$ cat src/rtl/fft_chann_flag_writer_if.sv
// Host-side shadow-RAM access plus the channel-flagger config strobe.
// The design drives the slave side. The host or the bench drives the master side.
interface fft_chann_flag_writer_if;
    logic [31:0] host_addr;
    logic [31:0] host_data;
    logic        host_we;
    logic        host_commit;
    logic [31:0] config_flag;
    logic [31:0] config_num;
    logic        config_en;
    logic        busy;
    logic        done;
    logic [31:0] commit_cnt;

    modport master (
        output host_addr, host_data, host_we, host_commit,
        input  config_flag, config_num, config_en, busy, done, commit_cnt
    );

    modport slave (
        input  host_addr, host_data, host_we, host_commit,
        output config_flag, config_num, config_en, busy, done, commit_cnt
    );
endinterface

$ cat src/rtl/fft_chann_flag_writer.sv
// Streams a host-filled shadow RAM of channel-flag words to the FFT flagger on each commit edge.
// The first config_en comes 3 cycles after the commit edge, then one strobe every 3+GAP_CYCLES cycles. No backpressure; a commit during a pass queues one rerun.
module fft_chann_flag_writer #(
    parameter int FFT_SIZE   = 2048,
    parameter int GAP_CYCLES = 2
) (
    input logic                   clk,
    input logic                   rst,
    fft_chann_flag_writer_if.slave bus
);
    localparam int WORDS = FFT_SIZE / 32;
    localparam int AW    = (WORDS > 1) ? $clog2(WORDS) : 1;

    typedef enum logic [2:0] {IDLE, LOAD, SEND, GAP, NEXT, DONE} state_t;

    state_t        state;
    logic [31:0]   ram [WORDS];
    logic [31:0]   rd_data;
    logic [AW-1:0] idx;
    logic [AW-1:0] waddr;
    logic [3:0]    gap_cnt;
    logic          commit_q;
    logic          pending;
    logic          commit_edge;
    logic          addr_ok;

    assign waddr       = bus.host_addr[AW-1:0];
    assign commit_edge = bus.host_commit & ~commit_q;

    generate
        if (WORDS == (1 << AW)) begin : g_pow2
            assign addr_ok = 1'b1;
        end else begin : g_npow2
            assign addr_ok = ({{(32-AW){1'b0}}, waddr} < 32'(WORDS));
        end
    endgenerate

    // No reset on the RAM. A write in the LOAD cycle of the same address returns the old word.
    always_ff @(posedge clk) begin
        if (bus.host_we && addr_ok)
            ram[waddr] <= bus.host_data;
        if (state == LOAD)
            rd_data <= ram[idx];
    end

    always_ff @(posedge clk) begin
        if (rst) begin
            state           <= IDLE;
            idx             <= '0;
            gap_cnt         <= '0;
            commit_q        <= 1'b0;
            pending         <= 1'b0;
            bus.config_flag <= '0;
            bus.config_num  <= '0;
            bus.config_en   <= 1'b0;
            bus.busy        <= 1'b0;
            bus.done        <= 1'b0;
            bus.commit_cnt  <= '0;
        end else begin
            commit_q      <= bus.host_commit;
            bus.config_en <= 1'b0;
            bus.done      <= 1'b0;
            if (commit_edge && state != IDLE)
                pending <= 1'b1;
            case (state)
                IDLE: begin
                    if (commit_edge || pending) begin
                        state    <= LOAD;
                        idx      <= '0;
                        bus.busy <= 1'b1;
                        pending  <= 1'b0;
                    end
                end
                LOAD: state <= SEND;
                SEND: begin
                    bus.config_en   <= 1'b1;
                    bus.config_num  <= 32'(idx);
                    bus.config_flag <= rd_data;
                    if (GAP_CYCLES > 0) begin
                        state   <= GAP;
                        gap_cnt <= 4'(GAP_CYCLES - 1);
                    end else begin
                        state <= NEXT;
                    end
                end
                GAP: begin
                    if (gap_cnt == 4'd0)
                        state <= NEXT;
                    else
                        gap_cnt <= gap_cnt - 4'd1;
                end
                NEXT: begin
                    if (idx == AW'(WORDS - 1)) begin
                        state <= DONE;
                    end else begin
                        idx   <= idx + 1'b1;
                        state <= LOAD;
                    end
                end
                DONE: begin
                    bus.done       <= 1'b1;
                    bus.commit_cnt <= bus.commit_cnt + 32'd1;
                    bus.busy       <= 1'b0;
                    state          <= IDLE;
                end
                default: state <= IDLE;
            endcase
        end
    end
endmodule

$ cat src/flat_wrapper.sv
// flat-port wrapper written by rule: the top's interface ports become plain ports
module fft_chann_flag_writer_flat 
#(
    parameter int FFT_SIZE   = 2048,
    parameter int GAP_CYCLES = 2
)
  (clk, rst, bus_host_addr, bus_host_data, bus_host_we, bus_host_commit, bus_config_flag, bus_config_num, bus_config_en, bus_busy, bus_done, bus_commit_cnt);
  fft_chann_flag_writer_if bus_i ();
  input logic clk;
  input logic rst;
  input wire logic [$bits(bus_i.host_addr)-1:0] bus_host_addr;
  input wire logic [$bits(bus_i.host_data)-1:0] bus_host_data;
  input wire logic [$bits(bus_i.host_we)-1:0] bus_host_we;
  input wire logic [$bits(bus_i.host_commit)-1:0] bus_host_commit;
  output wire logic [$bits(bus_i.config_flag)-1:0] bus_config_flag;
  output wire logic [$bits(bus_i.config_num)-1:0] bus_config_num;
  output wire logic [$bits(bus_i.config_en)-1:0] bus_config_en;
  output wire logic [$bits(bus_i.busy)-1:0] bus_busy;
  output wire logic [$bits(bus_i.done)-1:0] bus_done;
  output wire logic [$bits(bus_i.commit_cnt)-1:0] bus_commit_cnt;
  assign bus_i.host_addr = bus_host_addr;
  assign bus_i.host_data = bus_host_data;
  assign bus_i.host_we = bus_host_we;
  assign bus_i.host_commit = bus_host_commit;
  assign bus_config_flag = bus_i.config_flag;
  assign bus_config_num = bus_i.config_num;
  assign bus_config_en = bus_i.config_en;
  assign bus_busy = bus_i.busy;
  assign bus_done = bus_i.done;
  assign bus_commit_cnt = bus_i.commit_cnt;
  fft_chann_flag_writer #(.FFT_SIZE(FFT_SIZE), .GAP_CYCLES(GAP_CYCLES)) u_core (.clk(clk), .rst(rst), .bus(bus_i));
endmodule
$ cat config.mk
export PLATFORM = sky130hd
export DESIGN_NAME = fft_chann_flag_writer_flat
export DESIGN_NICKNAME = d
export VERILOG_FILES = /design/src/rtl/fft_chann_flag_writer_if.sv /design/src/rtl/fft_chann_flag_writer.sv /design/src/flat_wrapper.sv
export SDC_FILE = /design/constraint.sdc
export NUM_CORES = 2
export LEC_CHECK = 0
export ABC_AREA = 1
export CORE_MARGIN = 4
export CORE_UTILIZATION = 35
export DETAILED_ROUTE_END_ITERATION = 6
export PLACE_DENSITY = 0.57
export SLEW_MARGIN = 30
export SYNTH_ARGS = -nofsm -noshare
export SYNTH_HDL_FRONTEND = slang
export SYNTH_SLANG_ARGS = --single-unit
$ cat constraint.sdc
create_clock -name clk -period 9.4 [get_ports clk]
set_input_delay 1.41 -clock clk [delete_from_list [all_inputs] [get_ports clk]]
set_output_delay 1.41 -clock clk [all_outputs]
set_load 0.005 [all_outputs]
==> metrics.md <==
| Metric | Value |
|---|---|
| Fraction of the yosys area taken by sequential cells | `0.711` |
| Most instantiated flip-flop cell in the synthesis netlist | `sky130_fd_sc_hd__edfxtp_1` |
| Total half-perimeter wirelength after legalization and detailed placement | `130 mm` |
| Remaining number of nets flagged by the antenna check after routing | `0` |
| Filler cell count in the final layout | `24462` |
| Sink count of the clock tree | `2168` |
| Slew headroom | `0.266` |
| All-Layer GR Usage | `0.181` |
| Port buffer count | `114` |
| Total number of H-tree levels | `4` |
| Share of the cycle needed by the critical path after routing | `0.464` |
| Synthesis warning total | `0` |
| Initial Utilization | `0.352` |
| Worst Hold Path EP | `u_core.bus.config_flag[11]` |
| Layout Skew | `between 30 and 40 ps` |
| Pre-antenna DRT Iters | `6` |
| Iteration-0 DRC count of the detailed router | `6014` |
| Crit path setup slack, layout | `5030 ps` |
| Setup bufs post-CTS | `0` |
| Die Ht | `516 um` |
| Cell count of the worst hold path | `2` |
| Global-route met1 utilization | `0.245` |
| Cell at the root of the clock tree | `sky130_fd_sc_hd__clkbuf_16` |
| Max VDD drop | `0.190 mV` |
| Total congestion overflow | `0` |
| Setup TNS after final layout | `0 ps` |
| Highest clock rate | `0.229 GHz` |
| Routed WL | `248 mm` |
| Number of buffers and inverters on the critical path | `4` |
| Setup violation total in the final timing report | `0` |
| # resized after CTS | `0` |
| Maximum number of pins on one net before global-route repair | `approximately 190` |
| Kind of launch point of the worst setup path | `register` |
| Mapped Avg Cell Area | `about 11 um^2` |
| Total clock buffers created by CTS | `215` |
| Number of enable flip-flop cells after synthesis | `2080` |
| Number of max-slew violations in the final report | `0` |
| Clock period minus worst slack | `4370 ps` |
| Worst setup path class | `reg2reg` |
| Area occupied by multi-input gates | `21700 um^2` |
| Number of instances in the synthesized netlist | `8362` |
| Met2 track demand over resource | `0.298` |
| Number of remaining DRC errors | `0` |
| RSZ-0062 raised after global routing | `false` |
| Reg-to-reg slack, setup | `5030 ps` |
| Total number of nets in the final design | `8469` |
| Place WS | `about 4600 ps` |
| Total die area | `between 200000 and 300000 um^2` |
| Clock slew at reported path FFs | `60 ps` |
| Hold buffer count at cts | `0` |
| Tightest Hold Check Type | `reg2reg` |
| Most Used Layer, Global Route | `met2` |
| Wire per inst | `20.7 um` |
| Worst flop-to-flop path startpoint | `u_core.idx[0]` |
| Number of cells traversed by the worst register-to-register path | `12` |
| Via count of the first global-routing pass | `roughly 56000` |
| Via-per-instance ratio | `about 5` |
| Final hold violation count | `0` |
| Antenna violations before repair | `7` |
| Number of rows created at floorplan | `186` |
| Area inside the core boundary | `257000 um^2` |
| Area taken by flip-flops and latches | `64200 um^2` |
| Die width | `approximately 520 um` |
| Worst setup EP type | `register` |
| P_leak | `approximately 38 nW` |
| WP data arrival | `5060 ps` |
| Syn Std Cell Area | `90300 um^2` |
| Number of top-level pins | `around 170` |
| Slew at the pin closest to its max-slew limit | `roughly 1100 ps` |
| Number of maximum-capacitance constraint violations | `0` |
| Global-route met3 utilization | `0.0242` |
| Count of different cell masters after synthesis | `36` |
| Slowest cell on the critical path | `sky130_fd_sc_hd__dfxtp_4` |
| Terminus of the critical flop-to-flop path | `u_core.rd_data[31]` |
| Total of flip-flops plus latches after synthesis | `2168` |
| Worst stage delay on the critical path | `850 ps` |
| Critical path's top delay family | `buffers and inverters` |
| Highest net fanout along the worst path | `79` |
| Power per Cell Area | `233 nW/um^2` |
| CTS max path bufs | `3` |
| Clock network latency to the later pin of the worst-skew pair | `approximately 860 ps` |
| First-pass GRT wire length | `364 mm` |
| Ratio of cells with drive above 1 in the final layout | `0.0677` |
| Area grow syn2layout | `12.5%` |
| Run status | `complete, no violations` |
| Required time reported for the critical path endpoint | `10100 ps` |
| FFs w/ async S/R, synth | `0` |
| Chain of cells forming the critical path | `buf_4 > buf_4 > buf_4 > buf_16 > nor2_1 > nor2_1 > o21ai_0 > nand3_1 > nand3_1 > nand2_1 > nand3_1 > nand2_1` |
| Total vias in the final route | `59110` |
| CTS tree | `yes` |
| Startpoint of the worst hold path | `u_core.rd_data[11]` |
| Placer congestion estimate | `0.849` |
[per-layer routing]
layer,part of all wire,vias up
met5,0.00010,-
met4,0.036,4
met3,0.068,370
met2,0.47,2034
met1,0.42,28755
li1,-,27947
[per-stage QoR]
stage,hold slack (ps),util,power (W),cell area [um^2],instances
3_5_place_dp,431,0.369,0.0156,94800,11562
6_report,443,0.395,0.0236,102000,11964
5_1_grt,450,0.395,0.0248,102000,11964
2_1_floorplan,412,-,0.0144,90400,8387
4_1_cts,444,0.395,0.0238,102000,11961
3_3_place_gp,427,0.369,0.0155,94800,11562
[cells in the final DEF, fill, tap and decap left out, types with 5 or more instances in the layout]
master / count
sky130_fd_sc_hd__clkbuf_1: 46
sky130_fd_sc_hd__clkdlybuf4s50_1: 82
sky130_fd_sc_hd__inv_6: 5
sky130_fd_sc_hd__nor2_4: 56
sky130_fd_sc_hd__nor4_2: 8
sky130_fd_sc_hd__nand3b_1: 6
sky130_fd_sc_hd__nand4_1: 17
sky130_fd_sc_hd__buf_4: 151
sky130_fd_sc_hd__buf_12: 7
sky130_fd_sc_hd__clkbuf_16: 219
sky130_fd_sc_hd__a21oi_1: 158
sky130_fd_sc_hd__dfxtp_1: 83
sky130_fd_sc_hd__nand3_1: 989
sky130_fd_sc_hd__clkinv_1: 53
sky130_fd_sc_hd__edfxtp_1: 2080
sky130_fd_sc_hd__nor2_1: 793
sky130_fd_sc_hd__buf_2: 30
sky130_fd_sc_hd__nor3_1: 11
sky130_fd_sc_hd__bufinv_16: 13
sky130_fd_sc_hd__clkinv_2: 56
sky130_fd_sc_hd__conb_1: 26
sky130_fd_sc_hd__nand2_1: 2736
sky130_fd_sc_hd__clkinv_8: 6
sky130_fd_sc_hd__inv_1: 612
sky130_fd_sc_hd__clkbuf_8: 6
sky130_fd_sc_hd__o21ai_0: 285
[layout make-up]
| class | count | share of cell area |
|---|---|---|
| clock inverters | 127 | 0.00961 |
| multi-input cells | 5118 | 0.214 |
| diodes | 1 | 0.0000246 |
| clock buffers | 272 | 0.0565 |
| well taps | 3384 | 0.0417 |
| inverters | 621 | 0.0233 |
| repair buffers | 273 | 0.0227 |
| flip-flops and latches | 2168 | 0.632 |
[Yosys cell counts, drive strengths merged (4+ instances only)]
library cell  number  share of area
nand2           2737           0.11
edfxtp          2080           0.69
nand3            993          0.055
nor2             851          0.035
inv              618          0.026
buf              346          0.024
o21ai            285          0.016
a21oi            158         0.0088
clkbuf           134         0.0056
dfxtp             88          0.019
nand4             17         0.0012
nor3              12        0.00066
nor4               9        0.00062
nand3b             6        0.00050
ha                 4        0.00055
or2                4        0.00028
[worst min-delay path, cell delays in order, from the launching register on]
cell and delay [ps]:
sky130_fd_sc_hd__edfxtp_1 320, sky130_fd_sc_hd__nand2_1 50, sky130_fd_sc_hd__nand2_1 40
[how the worst max path moves through the flow]
stage / start / to / slack [ps] / cells past startpoint
2_1_floorplan: bus_host_we / u_core.ram[48][0] / 3860 / 3
4_1_cts: u_core.idx[0] / u_core.rd_data[8] / 4570 / 12
6_report: u_core.idx[0] / u_core.rd_data[31] / 5030 / 12
3_5_place_dp: u_core.idx[0] / u_core.rd_data[8] / 4590 / 12
5_1_grt: u_core.idx[0] / u_core.rd_data[31] / 4800 / 12
3_3_place_gp: u_core.idx[0] / u_core.rd_data[8] / 4570 / 12
[registers in the layout (all words and copies together) (netlist names)]
| register | count |
|---|---|
| u_core.bus.busy | 1 |
| u_core.bus.commit_cnt | 32 |
| u_core.bus.config_en | 1 |
| u_core.bus.config_flag | 32 |
| u_core.bus.config_num | 6 |
| u_core.bus.done | 1 |
| u_core.commit_q | 1 |
| u_core.gap_cnt | 4 |
| u_core.idx | 6 |
| u_core.pending | 1 |
| u_core.ram | 2048 |
| u_core.rd_data | 32 |
| u_core.state | 3 |
[kinds of logic after synthesis]
kind of cell    share of synthesized area
other cells                     0.0000415
flops                               0.711
xor+xnor                         0.000388
simple gates                        0.208
fa+ha+maj                        0.000554
buf+inv                            0.0553
compound gates                     0.0252
[where the power goes]
group | leakage [nW] | total (W) | switching [W] | internal [W]
sequential | 19.4 | 0.0109 | 0.000175 | 0.0108
combinational | 15.5 | 0.00445 | 0.00321 | 0.00124
clock | 3.33 | 0.00824 | 0.00358 | 0.00465
Power figures use the tool's default switching activity.
